### config.mk
export PLATFORM = sky130hd
export DESIGN_NAME = galaksija_video_grabber
export DESIGN_NICKNAME = d
export VERILOG_FILES = /design/src/rtl/galaksija_video_grabber.sv
export SDC_FILE = /design/constraint.sdc
export NUM_CORES = 1
export LEC_CHECK = 0
export CELL_PAD_IN_SITES_DETAIL_PLACEMENT = 1
export CELL_PAD_IN_SITES_GLOBAL_PLACEMENT = 2
export CORE_ASPECT_RATIO = 1.25
export CORE_UTILIZATION = 44
export DETAILED_ROUTE_END_ITERATION = 10
export DONT_BUFFER_PORTS = 1
export HOLD_SLACK_MARGIN = 0.03
export PLACE_DENSITY_LB_ADDON = 0.1
export SKIP_LAST_GASP = 1
export SLEW_MARGIN = 15
export SYNTH_ARGS = -nofsm -noshare
export SYNTH_HDL_FRONTEND = slang
export SYNTH_SLANG_ARGS = --single-unit
### constraint.sdc
create_clock -name clk -period 6.61 [get_ports clk]
set_clock_uncertainty 0.05 [all_clocks]
set_input_delay 0.661 -clock clk [delete_from_list [all_inputs] [get_ports clk]]
set_output_delay 0.661 -clock clk [all_outputs]
set_load 0.005 [all_outputs]
### src/rtl/galaksija_video_grabber.sv
// +----------------------------------------------------------------------+
// | galaksija_video_grabber: measures VGA timing, packs the 1-bpp window  |
// | into frame-buffer byte writes.               Rev 1.0                  |
// +----------------------------------------------------------------------+
`default_nettype none

module galaksija_video_grabber #(
  parameter int unsigned X_OFFSET   = 34,
  parameter int unsigned Y_OFFSET   = 15,
  parameter int unsigned CAP_WIDTH  = 256,
  parameter int unsigned CAP_HEIGHT = 207,
  parameter int unsigned ADDR_W     = 13
) (
  input  logic              clk,
  input  logic              reset,
  input  logic              enable,
  input  logic [7:0]        vga_dat,
  input  logic              vga_hsync,
  input  logic              vga_vsync,
  input  logic              vga_blank,
  output logic              wr_en,
  output logic [ADDR_W-1:0] wr_addr,
  output logic [7:0]        wr_data,
  output logic              locked,
  output logic              frame_done,
  output logic [9:0]        h_total_meas,
  output logic [9:0]        v_total_meas
);

  typedef enum logic [1:0] {S_IDLE, S_SEEK, S_MEASURE, S_LOCKED} state_t;
  localparam logic [9:0] SAT = 10'd1023;

  logic hs_q, vs_q, blank_q, pix_q, hs_p_q, vs_p_q, blank_p_q;
  logic w_hs_fall, w_vs_fall, w_blank_fall, w_blank_rise;
  logic [9:0] h_cnt_q, h_len_q, v_cnt_q, x_q, y_q, h_meas_q, v_meas_q;
  logic first_q;
  logic [9:0] w_h_len, w_v_len, w_y;
  logic [31:0] w_x32, w_y32, w_addr_full;
  logic w_in_win, w_cap, w_ok, w_match;
  logic [2:0] bit_q;
  logic [6:0] sr_q;
  logic wr_en_q, locked_q, frame_done_q;
  logic [ADDR_W-1:0] wr_addr_q;
  logic [7:0] wr_data_q;
  state_t state_q, state_d;
  logic store_d, fd_d;
  logic unused_ok;

  assign w_hs_fall    = hs_p_q & ~hs_q;
  assign w_vs_fall    = vs_p_q & ~vs_q;
  assign w_blank_fall = blank_p_q & ~blank_q;
  assign w_blank_rise = ~blank_p_q & blank_q;

  // Totals as seen this cycle, so a coincident hsync edge belongs to the ending frame
  assign w_h_len = w_hs_fall ? ((h_cnt_q == SAT) ? SAT : h_cnt_q + 10'd1) : h_len_q;
  assign w_v_len = (w_hs_fall && v_cnt_q != SAT) ? v_cnt_q + 10'd1 : v_cnt_q;
  assign w_y     = (w_blank_fall && !first_q && y_q != SAT) ? y_q + 10'd1 : y_q;

  assign w_x32    = {22'd0, x_q};
  assign w_y32    = {22'd0, w_y};
  assign w_in_win = !blank_q && w_x32 >= X_OFFSET && w_x32 < X_OFFSET + CAP_WIDTH
                    && w_y32 >= Y_OFFSET && w_y32 < Y_OFFSET + CAP_HEIGHT;
  assign w_cap    = enable && state_q == S_LOCKED && w_in_win;
  assign w_addr_full = (w_y32 - Y_OFFSET) * (CAP_WIDTH / 8) + ((w_x32 - X_OFFSET) >> 3);

  assign w_ok    = w_h_len != SAT && w_v_len != SAT && w_h_len >= 10'd8;
  assign w_match = w_h_len == h_meas_q && w_v_len == v_meas_q;

  always_comb begin
    state_d = state_q;
    store_d = 1'b0;
    fd_d    = 1'b0;
    if (!enable) begin
      state_d = S_IDLE;
    end else begin
      case (state_q)
        S_IDLE:  state_d = S_SEEK;
        S_SEEK:  if (w_vs_fall) state_d = S_MEASURE;
        S_MEASURE: if (w_vs_fall) begin
          store_d = 1'b1;
          if (w_ok) state_d = S_LOCKED;
        end
        S_LOCKED: if (w_vs_fall) begin
          store_d = 1'b1;
          if (w_match) fd_d = 1'b1;
          else         state_d = S_MEASURE;
        end
        default: state_d = S_IDLE;
      endcase
    end
  end

  always_ff @(posedge clk or posedge reset) begin
    if (reset) begin
      hs_q <= 1'b1; vs_q <= 1'b1; blank_q <= 1'b1; pix_q <= 1'b0;
      hs_p_q <= 1'b1; vs_p_q <= 1'b1; blank_p_q <= 1'b1;
      h_cnt_q <= '0; h_len_q <= '0; v_cnt_q <= '0;
      x_q <= '0; y_q <= '0; first_q <= 1'b1;
      h_meas_q <= '0; v_meas_q <= '0;
      bit_q <= '0; sr_q <= '0;
      wr_en_q <= 1'b0; wr_addr_q <= '0; wr_data_q <= '0;
      locked_q <= 1'b0; frame_done_q <= 1'b0;
      state_q <= S_IDLE;
    end else begin
      hs_q <= vga_hsync; vs_q <= vga_vsync; blank_q <= vga_blank; pix_q <= vga_dat[7];
      hs_p_q <= hs_q; vs_p_q <= vs_q; blank_p_q <= blank_q;

      if (w_hs_fall) begin
        h_len_q <= w_h_len;
        h_cnt_q <= '0;
      end else if (h_cnt_q != SAT) begin
        h_cnt_q <= h_cnt_q + 10'd1;
      end

      if (w_vs_fall)                       v_cnt_q <= '0;
      else if (w_hs_fall && v_cnt_q != SAT) v_cnt_q <= v_cnt_q + 10'd1;

      if (w_blank_rise)                 x_q <= '0;
      else if (!blank_q && x_q != SAT)  x_q <= x_q + 10'd1;

      if (w_vs_fall) begin
        y_q     <= '0;
        first_q <= 1'b1;
      end else if (w_blank_fall) begin
        y_q     <= w_y;
        first_q <= 1'b0;
      end

      // Window rows are whole bytes, so restarting the bit count outside it keeps alignment
      if (w_cap) begin
        sr_q  <= {sr_q[5:0], pix_q};
        bit_q <= bit_q + 3'd1;
      end else begin
        bit_q <= '0;
      end
      wr_en_q <= w_cap && bit_q == 3'd7;
      if (w_cap && bit_q == 3'd7) begin
        wr_data_q <= {sr_q, pix_q};
        wr_addr_q <= w_addr_full[ADDR_W-1:0];
      end

      if (store_d) begin
        h_meas_q <= w_h_len;
        v_meas_q <= w_v_len;
      end
      state_q      <= state_d;
      locked_q     <= state_d == S_LOCKED;
      frame_done_q <= fd_d;
    end
  end

  assign wr_en        = wr_en_q;
  assign wr_addr      = wr_addr_q;
  assign wr_data      = wr_data_q;
  assign locked       = locked_q;
  assign frame_done   = frame_done_q;
  assign h_total_meas = h_meas_q;
  assign v_total_meas = v_meas_q;

  assign unused_ok = ^{vga_dat[6:0], w_addr_full[31:ADDR_W]};

endmodule

`default_nettype wire

**Word-level counts from Yosys, hierarchy flattened**

Index checks and enable logic that the tools add are counted.

- Register bits after elaboration: 114
- Input bits: 14
- Word-level logic and storage cells: 107

- $add $sub $neg: 8
- Magnitude comparators: 5
- Equality and inequality tests: 14
- Mux-type cells: 28
- Bitwise gates (word level): 8
- Reduce and logical (&&, ||, !) cells: 21

Operator list:

| kind | count |
|---|---|
| $mux 10 | 11 |
| $ne 10x10->1 const B | 6 |
| $add 10x1->10 const B | 4 |
| $eq 10x10->1 | 2 |
| $ge 10x4->1 const B | 2 |
| $logic_and 1x1->1 | 14 |
| $add 13x8->13 | 1 |
| $mux 2 | 6 |
| $sub 10x6->11 const B | 1 |
| $eq 10x10->1 const B | 1 |
| $ge 10x6->1 const B | 1 |
| $lt 10x8->1 const B | 1 |
| $lt 10x9->1 const B | 1 |
| $mux 1 | 9 |
| $pmux 2 s4 | 1 |
| $sub 8x4->8 const B | 1 |
| $eq 2x2->1 const B | 3 |
| $reduce_bool 2->1 | 3 |
| $and 1x1->1 | 4 |
| $not 1->1 | 4 |
| $add 3x1->3 const B | 1 |
| $eq 3x3->1 const B | 1 |
| $mux 3 | 1 |
| $eq 2x1->1 const B | 1 |
| other kinds (3) | 4 |

**Depth between registers and ports, before layout**

Gate-level depths: netlist of the first run.

- Depth after elaboration: 12
- Depth in mapped cells: 17
- Gate-level depth less buffers: 15

**Worst setup path after synthesis of the first run**

OpenSTA, ideal clock, no wires.

- Path type: reg-to-reg
- Start point: register blank_p_q
- End point: register wr_addr_q[12] (netlist: wr_addr[12])
- Library setup time: 0.125 ns
- Data arrival time: 3.544 ns
- Data required time: 6.435 ns
- Path slack: 2.891 ns
- Stages on the path, launching flop included: 16
- Path buffers: 1
- Clock period less this slack: 3.719 ns
- Path through: dfstp_2 or3b_1 buf_6 a31oi_4 mux2i_1 inv_1 ha_1 ha_1 a21o_1 a21oi_1 nor2b_1 o21a_1 o41ai_1 xnor2_1 xnor2_1 mux2_2

- Word-level cells in the longest chain between the ends: 9

Ends and longest elaborated chain:

| element | line | text |
|---|---|---|
| start, declared | 33 | `logic hs_q, vs_q, blank_q, pix_q, hs_p_q, vs_p_q, blank_p_q;` |
| start signal, assigned | 106 | `hs_p_q <= hs_q; vs_p_q <= vs_q; blank_p_q <= blank_q;` |
| $and 1x1->1 * | 51 | `assign w_blank_fall = blank_p_q & ~blank_q;` |
| $logic_and 1x1->1 * (2 in a row) | 57 | `assign w_y = (w_blank_fall && !first_q && y_q != SAT) ? y_q + 10'd1 : y_q;` |
| $mux 10 * | 57 |  |
| branches (longest 5 deep; another with $add 13x8->13) | - |  |
| end signal, assigned | 139 | `wr_addr_q <= w_addr_full[ADDR_W-1:0];` |
| end, declared | 43 | `logic [ADDR_W-1:0] wr_addr_q;` |

Every way passes the cells marked *.
A chain may end at the register's enable or synchronous reset.

**Worst setup path after layout of the first run**

Same ends and word-level chain as after synthesis.

==> impl_metrics.ini, run 1 <==
[clock_network]
clkLatencyLatePin_ns = 0.42
cts_tree = built
cts_resized = 0
cts_made_buffers = 17
root_buffer = clkbuf_16
clk_pin_slew_ns = 0.05
cts_setup_buffers = 0
htree_levels = 4
cts_hold_buf = 0
cts_buffer_depth = 2
clock-sinks = 114

[yosys]
synth-seq-cells = 114
synth_edf_count = 0
avgSynthCellArea_sq_um = 9.94
synth_area_sq_mm = 0.00633
yosysSeqAreaShare_pct = 45.2
ys.flop_type = dfrtp_1
async_flop_share_pct = 100
synth_cell_type_count = 66
syn-instance-count = 637
synth_fp_nets = 666
yosysWarnings = 0

[grt]
antenna_found_initial = 0
first_global_vias = 5174
grt_usage_pct = 23.1
grt_max_degree = 66
grt-ovfl-total = 0
grt_pass1_wl_mm = 26.1

[timing]
fin_setup_tns_ns = 0
hold_viol_final = 0
finalCritPeriodShare_pct = 62.7
setup-violations-final = 0
fmax_mhz = 241
tightest_slew_ns = 0.862
period_minus_slack_ns = 4.15
rsz0062_at_grt = no
relSlewSlack_pct = 42.1
slew_viol_final = 0

[floorplanning]
rows = 48
coreArea_sq_mm = 0.0139
die_x_microns = 109
fp.dieArea_sq_mm = 0.0149
start_util_pct = 45.5
die_h_microns = 136
ioPinCount = 58

[setup_path]
cp.required_ns = 6.87
crit_family = compound AO/OA/AOI/OAI gates
crit_slowest_cell = dfstp_2
crit_path_cell_trace = or3b_1 > a31oi_4 > mux2i_1 > inv_1 > ha_1 > ha_1 > a21o_1 > a21oi_1 > nor2b_1 > o21a_1 > o41ai_1 > xnor2_1 > xnor2_1 > mux2_2
cp-end-kind = flip-flop
crit_arrival_ns = 4.40
worstPathMaxFanout = 6
path_buf_inv = 1
start_kind = flip-flop
rr_endpoint = wr_addr[12]
worst_r2r_startpoint = blank_p_q
r2r_cells = 14
worstSetupPathType = reg2reg
max_stage_delay_ns = 0.55
r2r_setup_slack_ns = 2.46

[routing]
route.detailed.drc = 0
wl_mm = 15.7
num_vias = 4751
drt_iter0_markers = 162
first_pass_iters = 4
drtAntennaViolNets = 0
wl_per_cell_microns = 19.2
via_per_inst = 5.82

[place]
numPortBuffers = 0
hpwl_mm = 11.0
routabilityCongestion = 0.863

[power_and_ir_drop]
power_density_mw_per_mm2 = 293
ir_drop_mv = 0.268
p_leak_nw = 3.14
power_mw = 2.07

[finish]
layout-drive-gt1-share_pct = 14.0
diodes = 0
final_nets = 658
area_growth_pct = 11.5
nFillCells = 1565

[outcome]
status = complete, no violations

[min_path]
hp-class = in2async

[job]
maxCapViolCount = 0
-- report_power, final --
group          switching, mW  internal [mW]  leakage (nW)
clock                  0.325          0.659         0.296
sequential            0.0715          0.741          1.54
combinational          0.163          0.113          1.31
total                  0.559           1.51          3.14
-- area by class of cell --
| type | count | area (sq um) | share of cell area (%) |
|---|---|---|---|
| multi-input combinational | 463 | 3200 | 45.3 |
| sequential | 114 | 2860 | 40.5 |
| clock buffer | 23 | 478 | 6.77 |
| inverter | 27 | 104 | 1.47 |
| timing repair buffer | 6 | 45.0 | 0.638 |
| clock inverter | 9 | 155 | 2.20 |
| tap | 175 | 219 | 3.10 |
-- cell usage after synthesis, types with 7 or more instances --
cell,number,area share (%)
a31oi_1,8,0.79
nand3_1,30,2.4
and3_1,13,1.3
xor2_1,17,2.4
dfrtp_1,107,42
inv_1,27,1.6
nand4_1,12,1.2
nand2b_1,15,1.5
and4_1,13,1.8
ha_1,14,2.8
nor3_1,10,0.79
mux2_4,20,4.7
a21oi_1,23,1.8
nand2_1,50,3.0
xnor2_1,34,4.7
nor2_1,55,3.3
mux2i_1,8,1.3
o21ai_0,39,3.1
clkbuf_1,25,1.5
dfstp_2,7,2.9
mux2_2,18,3.2
-- metal layers --
metal,global-route usage (%),routed length (microns)
met5,0,0
met4,11.0,493
met3,5.66,580
met2,40.1,8010
met1,26.5,6620
-- worst register-to-register path: stages (launching register included) --
cell	delay, ns
dfstp_2	0.55
or3b_1	0.49
a31oi_4	0.27
mux2i_1	0.40
inv_1	0.09
ha_1	0.34
ha_1	0.28
a21o_1	0.18
a21oi_1	0.24
nor2b_1	0.08
o21a_1	0.19
o41ai_1	0.34
xnor2_1	0.15
xnor2_1	0.14
mux2_2	0.26
-- through the flow --
stage	area (sq um)	instances	util [%]	setup WS, ns	hold slack (ns)
detailed placement	6430	785	46.1	2.45	0.314
floorplan	6330	637	-	2.89	0.304
global route	7060	817	50.7	2.22	0.167
global placement	6430	785	46.1	2.53	0.307
CTS	7060	817	50.7	2.42	0.170
finish	7060	817	50.7	2.46	0.160
-- cells in the final DEF, fill, tap and decap left out, types with 18 or more instances in the layout --
cell / instances
a21oi_1: 23
dfrtp_1: 107
inv_1: 26
mux2_2: 18
mux2_4: 20
nand2_1: 50
nand3_1: 30
nor2_1: 55
o21ai_0: 39
xnor2_1: 34
-- how the worst max path moves through the flow --
stage | endpoint | start | cells past startpoint
2_1_floorplan | bit_q[0] | reset | 1
5_1_grt | wr_addr[12] | blank_p_q | 14
3_3_place_gp | wr_addr[12] | blank_p_q | 14
4_1_cts | wr_addr[12] | blank_p_q | 14
3_5_place_dp | wr_addr[12] | blank_p_q | 14
6_report | wr_addr[12] | blank_p_q | 14
-- kinds of logic after synthesis --
family                     Yosys count  share of synthesized area (%)
xor gates and xnor gates            51                           7.05
adders and majority gates           16                           3.24
buffers and inverters               60                           4.31
and+or+nand+nor                    226                           18.2
DFF                                114                           45.2
muxes                               46                           9.20
AOI/OAI and AO/OA                  124                           12.9
-- registers in the layout, summed over array words and instances, names as in the netlist, 2 cells and up --
name / cells
bit_q: 3
h_cnt_q: 10
h_len_q: 10
h_total_meas: 10
sr_q: 7
state_q: 2
v_cnt_q: 10
v_total_meas: 10
wr_addr: 13
wr_data: 8
x_q: 10
y_q: 10
No activity file was read; power rests on OpenSTA's default activity.
==> run 2, diff against run 1 <==
--- a/config.mk
+++ b/config.mk
@@ -8,7 +8,7 @@
 export CELL_PAD_IN_SITES_DETAIL_PLACEMENT = 1
 export CELL_PAD_IN_SITES_GLOBAL_PLACEMENT = 2
 export CORE_ASPECT_RATIO = 1.25
-export CORE_UTILIZATION = 44
+export CORE_UTILIZATION = 41
 export DETAILED_ROUTE_END_ITERATION = 10
 export DONT_BUFFER_PORTS = 1
 export HOLD_SLACK_MARGIN = 0.03
==> constraint.sdc (replaced) <==
create_clock -name clk -period 3.9 [get_ports clk]
set_clock_uncertainty 0.05 [all_clocks]
set_input_delay 0.39 -clock clk [delete_from_list [all_inputs] [get_ports clk]]
set_output_delay 0.39 -clock clk [all_outputs]
set_load 0.005 [all_outputs]
==> run 2 against run 1 <==
  * Fmax increased by 13%
  * Design area increased by 2.9%
  * Count of clock-buffer cells in the layout decreased by 2
  * Combinational power increased by 83%
  * First-iteration DRC count decreased by 31%
  * Largest power group unchanged
  * Die area increased by 7.2%
  * Register-to-register slack got worse by 2.2 ns
  * Largest cell class unchanged
==> impl_metrics.ini, run 2 (same netlist as run 1, synthesis figures left out) <==
[outcome]
status = complete, no violations

[finish]
nFillCells = 1692
largest_register_ff_count = 13
layout_commonest_cell = dfrtp_1
layout-drive-gt1-share_pct = 17.0
final_cell_mix = 107 x dfrtp_1, 55 x nor2_1, 50 x nand2_1
post-route-util_pct = 48.4
stdcell_count = 848
final_nets = 682
area_growth_pct = 14.7
diodes = 0

[power_and_ir_drop]
p_int_mw = 2.53
p_sw_mw = 0.978
power_density_mw_per_mm2 = 483
power_frac_seq_pct = 39.1
combPwrFrac_pct = 14.4
clkPwrFrac_pct = 46.5
switching_share_pct = 27.9
ir_drop_mv = 0.325
p_leak_nw = 3.26

[clock_network]
clkLatencyLatePin_ns = 0.42
clk_pin_slew_ns = 0.06
root_buffer = clkbuf_16
cts_made_buffers = 17
cts_tree = built
cts_buffer_depth = 2
htree_levels = 4
cts_setup_buffers = 0
clock-sinks = 114

[place]
pre_cts_ws_ns = 0.0378
routabilityCongestion = 0.890
hpwl_mm = 12.0
numPortBuffers = 0
dp_cells = 811

[setup_path]
cp-end-kind = flip-flop
worstSetupPathType = reg2reg
worstPathMaxFanout = 5
start_kind = flip-flop
cp.required_ns = 4.15
crit_arrival_ns = 3.91

[routing]
via_per_inst = 5.70
wl_met3_microns = 422
wl_per_cell_microns = 19.1
wl_met1_mm = 6.83
wl_mm = 16.2
highest-signal-layer = met4
first_pass_iters = 4
met2_length_mm = 8.51
drtAntennaViolNets = 0
drt_iter0_markers = 111
route.detailed.drc = 0
num_vias = 4830

[floorplanning]
fp.dieArea_sq_mm = 0.0160
die_x_microns = 113
start_util_pct = 42.2
die_h_microns = 141
coreArea_sq_mm = 0.0150
rows = 50
ioPinCount = 58

[timing]
setup-violations-final = 0
hold_viol_final = 0
slew_viol_final = 0
fmax_mhz = 274
finalWorstSetupSlack_ns = 0.244
period_minus_slack_ns = 3.66
relSlewSlack_pct = 47.3
finalCritPeriodShare_pct = 93.7
tightest_slew_ns = 0.791
fin_setup_tns_ns = 0
rsz0062_at_grt = no

[min_path]
hp-class = in2reg

[grt]
grt_usage_pct = 22.3
grt_pass1_wl_mm = 27.3
antenna_found_initial = 0
grt-ovfl-total = 0
first_global_vias = 5216
grt_max_degree = 65

[job]
maxCapViolCount = 0
==> run 2: worst paths after layout <==
kind                       startpoint     endpoint  slack, ns  cells past startpoint
max reg2reg                 blank_p_q  wr_addr[12]       0.24                     14
max in group asynchronous       reset       hs_p_q       2.34                      3
min reg2reg                      vs_q       vs_p_q       0.32                      0
min in group asynchronous       reset        pix_q       0.56                      2
min                            enable   state_q[1]       0.18                      2
max                         blank_p_q  wr_addr[12]       0.24                     14
==> run 2: routing by layer <==
layer	vias to the layer above	track usage, %
met1	2437	26.3
met2	64	38.9
met5	-	0
met4	0	8.86
li1	2300	-
met3	29	5.16
==> run 2: worst max-delay path: stages, from the launching register on <==
cell and delay (ns):
dfstp_2 0.52, or3b_1 0.40, a31oi_4 0.23, mux2i_1 0.26
inv_1 0.07, ha_1 0.31, ha_1 0.28, a21o_1 0.19
a21oi_2 0.18, nor2b_1 0.07, o21a_1 0.20, o41ai_2 0.26
xnor2_1 0.14, xnor2_1 0.13, mux2_2 0.25
==> run 2: power groups by stage <==
stage | Clock, mW | Sequential [mW] | Combinational, mW
finish | 1.63 | 1.37 | 0.504
global route | 1.72 | 1.39 | 0.571
CTS | 1.67 | 1.37 | 0.508
detailed placement | 0 | 1.39 | 0.499
global placement | 0 | 1.39 | 0.489
floorplan | 0 | 1.34 | 0.384
==> run 2: area by class of cell <==
class	instances	area, sq um	area share (%)
flip-flops and latches	114	2860	39.4
repair buffers	30	238	3.27
multi-input cells	463	3210	44.2
clock buffers	21	470	6.47
clock inverters	11	153	2.10
well taps	182	228	3.13
inverters	27	104	1.43
==> run 2: repair_timing <==
item,in CTS,in global routing
setup endpoints to repair,0,1
resized for setup,0,2
hold buffers,5,0
endpoints found under the hold margin,66,0
==> run 2: through the flow <==
stage	total power, mW	hold slack (ns)	instance area [sq um]
2_1_floorplan	1.72	0.304	6330
3_3_place_gp	1.87	0.307	6580
3_5_place_dp	1.89	0.314	6580
4_1_cts	3.55	0.165	7250
5_1_grt	3.68	0.179	7270
6_report	3.51	0.180	7270
==> run 3, diff against run 2 <==
==> constraint.sdc (replaced) <==
create_clock -name clk -period 3.9 [get_ports clk]
set_clock_uncertainty 0.05 [all_clocks]
set_input_delay 0.39 -clock clk [delete_from_list [all_inputs] [get_ports clk]]
set_output_delay 0.39 -clock clk [all_outputs]
set_load 0.1 [all_outputs]
==> run 3 against run 2 <==
  * Register-to-register slack gained 0.03 ns
  * Fmax up 0.84%
  * Global-route usage fell by 0.13 points
  * Worst setup slack better by 0.030 ns
  * Sequential share of layout area fell by 0.31 points
  * Count of clock-buffer cells in the layout shrank 4
  * Core utilization rose by 0.38 points
  * Routed wire length rose by 0.38%
  * Final cell count grew 0.47%
  * Combinational power grew 27%
==> impl_metrics.ini, run 3 (same netlist as run 1, synthesis figures left out) <==
[outcome]
status = complete, no violations

[timing]
fmax_mhz = 276
finalCritPeriodShare_pct = 93.0
setup-violations-final = 0
hold_viol_final = 0
rsz0062_at_grt = no
fin_setup_tns_ns = 0
period_minus_slack_ns = 3.63
relSlewSlack_pct = 30.4
slew_viol_final = 0
tightest_slew_ns = 1.04

[place]
hpwl_mm = 11.9
numPortBuffers = 0
routabilityCongestion = 0.862

[finish]
largest_register_ff_count = 13
final_nets = 687
post-route-util_pct = 48.8
diodes = 0
layout-drive-gt1-share_pct = 17.8
layout_commonest_cell = dfrtp_1
final_cell_mix = 107 x dfrtp_1, 55 x nor2_1, 50 x nand2_1
area_growth_pct = 15.6

[clock_network]
root_buffer = clkbuf_16
clock-sinks = 114
clk_pin_slew_ns = 0.06
cts_tree = built
cts_setup_buffers = 0
htree_levels = 4
cts_buffer_depth = 2
cts_made_buffers = 17
clkLatencyLatePin_ns = 0.42

[floorplanning]
ioPinCount = 58
start_util_pct = 42.2
die_h_microns = 141
die_x_microns = 113
fp.dieArea_sq_mm = 0.0160
rows = 50
coreArea_sq_mm = 0.0150

[setup_path]
crit_arrival_ns = 3.88
start_kind = flip-flop
cp-end-kind = flip-flop
worstPathMaxFanout = 5
r2r_cells = 14
cp.required_ns = 4.15
worstSetupPathType = reg2reg

[routing]
num_vias = 4808
drt_iter0_markers = 130
route.detailed.drc = 0
first_pass_iters = 4
wl_mm = 16.3
drtAntennaViolNets = 0
via_per_inst = 5.64
wl_per_cell_microns = 19.1

[power_and_ir_drop]
power_density_mw_per_mm2 = 508
ir_drop_mv = 0.317
p_leak_nw = 3.30

[job]
maxCapViolCount = 0

[grt]
grt-ovfl-total = 0
grt_usage_pct = 22.1
antenna_found_initial = 0
first_global_vias = 5122
grt_pass1_wl_mm = 27.0
grt_max_degree = 64

[min_path]
hold_depth = 2
hp-class = in2reg
## run 3: changes by cell type in the layout (fill, tap and decap cells not counted)
cell | before | now
buf_4 | 25 | 30
clkbuf_8 | 3 | 0
bufinv_16 | 3 | 5
clkinv_2 | 1 | 3
clkbuf_1 | 1 | 0
inv_6 | 1 | 0
mux2i_1 | 8 | 7
mux2i_2 | 0 | 1
## run 3: layout make-up
class / instances / area [sq um]
clock inverter: 14 / 214
fill: 1667 / 7690
inverter: 27 / 104
timing repair buffer: 35 / 275
multi-input combinational: 463 / 3220
tap: 182 / 228
clock buffer: 17 / 425
sequential: 114 / 2860
## run 3: power breakdown
group          switching (mW)  internal (mW)  leakage, nW
logic                   0.416          0.222         1.46
clock network           0.572           1.13        0.305
registers               0.129           1.25         1.54
## run 3: layer usage
metal | global-route usage (%) | vias up | routed length (microns)
met5 | 0 | - | 0
met4 | 7.69 | 0 | 194
met3 | 5.07 | 14 | 473
met2 | 39.9 | 64 | 8770
met1 | 25.5 | 2416 | 6820
li1 | - | 2314 | -
## run 3: path summary, 6_finish.rpt
| kind | startpoint | endpoint | slack [ns] |
|---|---|---|---|
| worst max-delay path | blank_p_q | wr_addr[12] | 0.27 |
| worst min-delay path | enable | state_q[1] | 0.18 |
| worst max register to register | blank_p_q | wr_addr[12] | 0.27 |
| worst min register to register | vs_q | vs_p_q | 0.31 |
| max in group asynchronous | reset | vs_q | 2.33 |
| min in group asynchronous | reset | wr_data[1] | 0.56 |
## run 3: what timing repair did
item	CTS	global route
hold endpoints to repair	65	0
resized for setup	0	3
endpoints found under the setup margin	0	1
hold buffers	5	0
## run 3: critical path, stage by stage, from the launching register on
cell and delay (ns):
dfstp_2 0.53, or3b_1 0.41, a31oi_4 0.25, mux2i_2 0.25
inv_1 0.06, ha_1 0.32, ha_1 0.27, a21o_1 0.19
a21oi_2 0.17, nor2b_1 0.07, o21a_1 0.20, o41ai_2 0.24
xnor2_1 0.13, xnor2_1 0.13, mux2_2 0.25
## run 3: through the flow
| stage | std cells | hold slack (ns) | power (mW) | setup slack [ns] | cell area, sq um |
|---|---|---|---|---|---|
| after floorplan | 637 | 0.304 | 1.85 | 0.181 | 6330 |
| after global placement | 816 | 0.307 | 2.02 | 0.141 | 6620 |
| after detailed placement | 816 | 0.314 | 2.03 | 0.110 | 6620 |
| after CTS | 852 | 0.156 | 3.76 | 0.103 | 7310 |
| after global routing | 852 | 0.167 | 3.88 | 0.0516 | 7320 |
| final | 852 | 0.178 | 3.72 | 0.274 | 7320 |
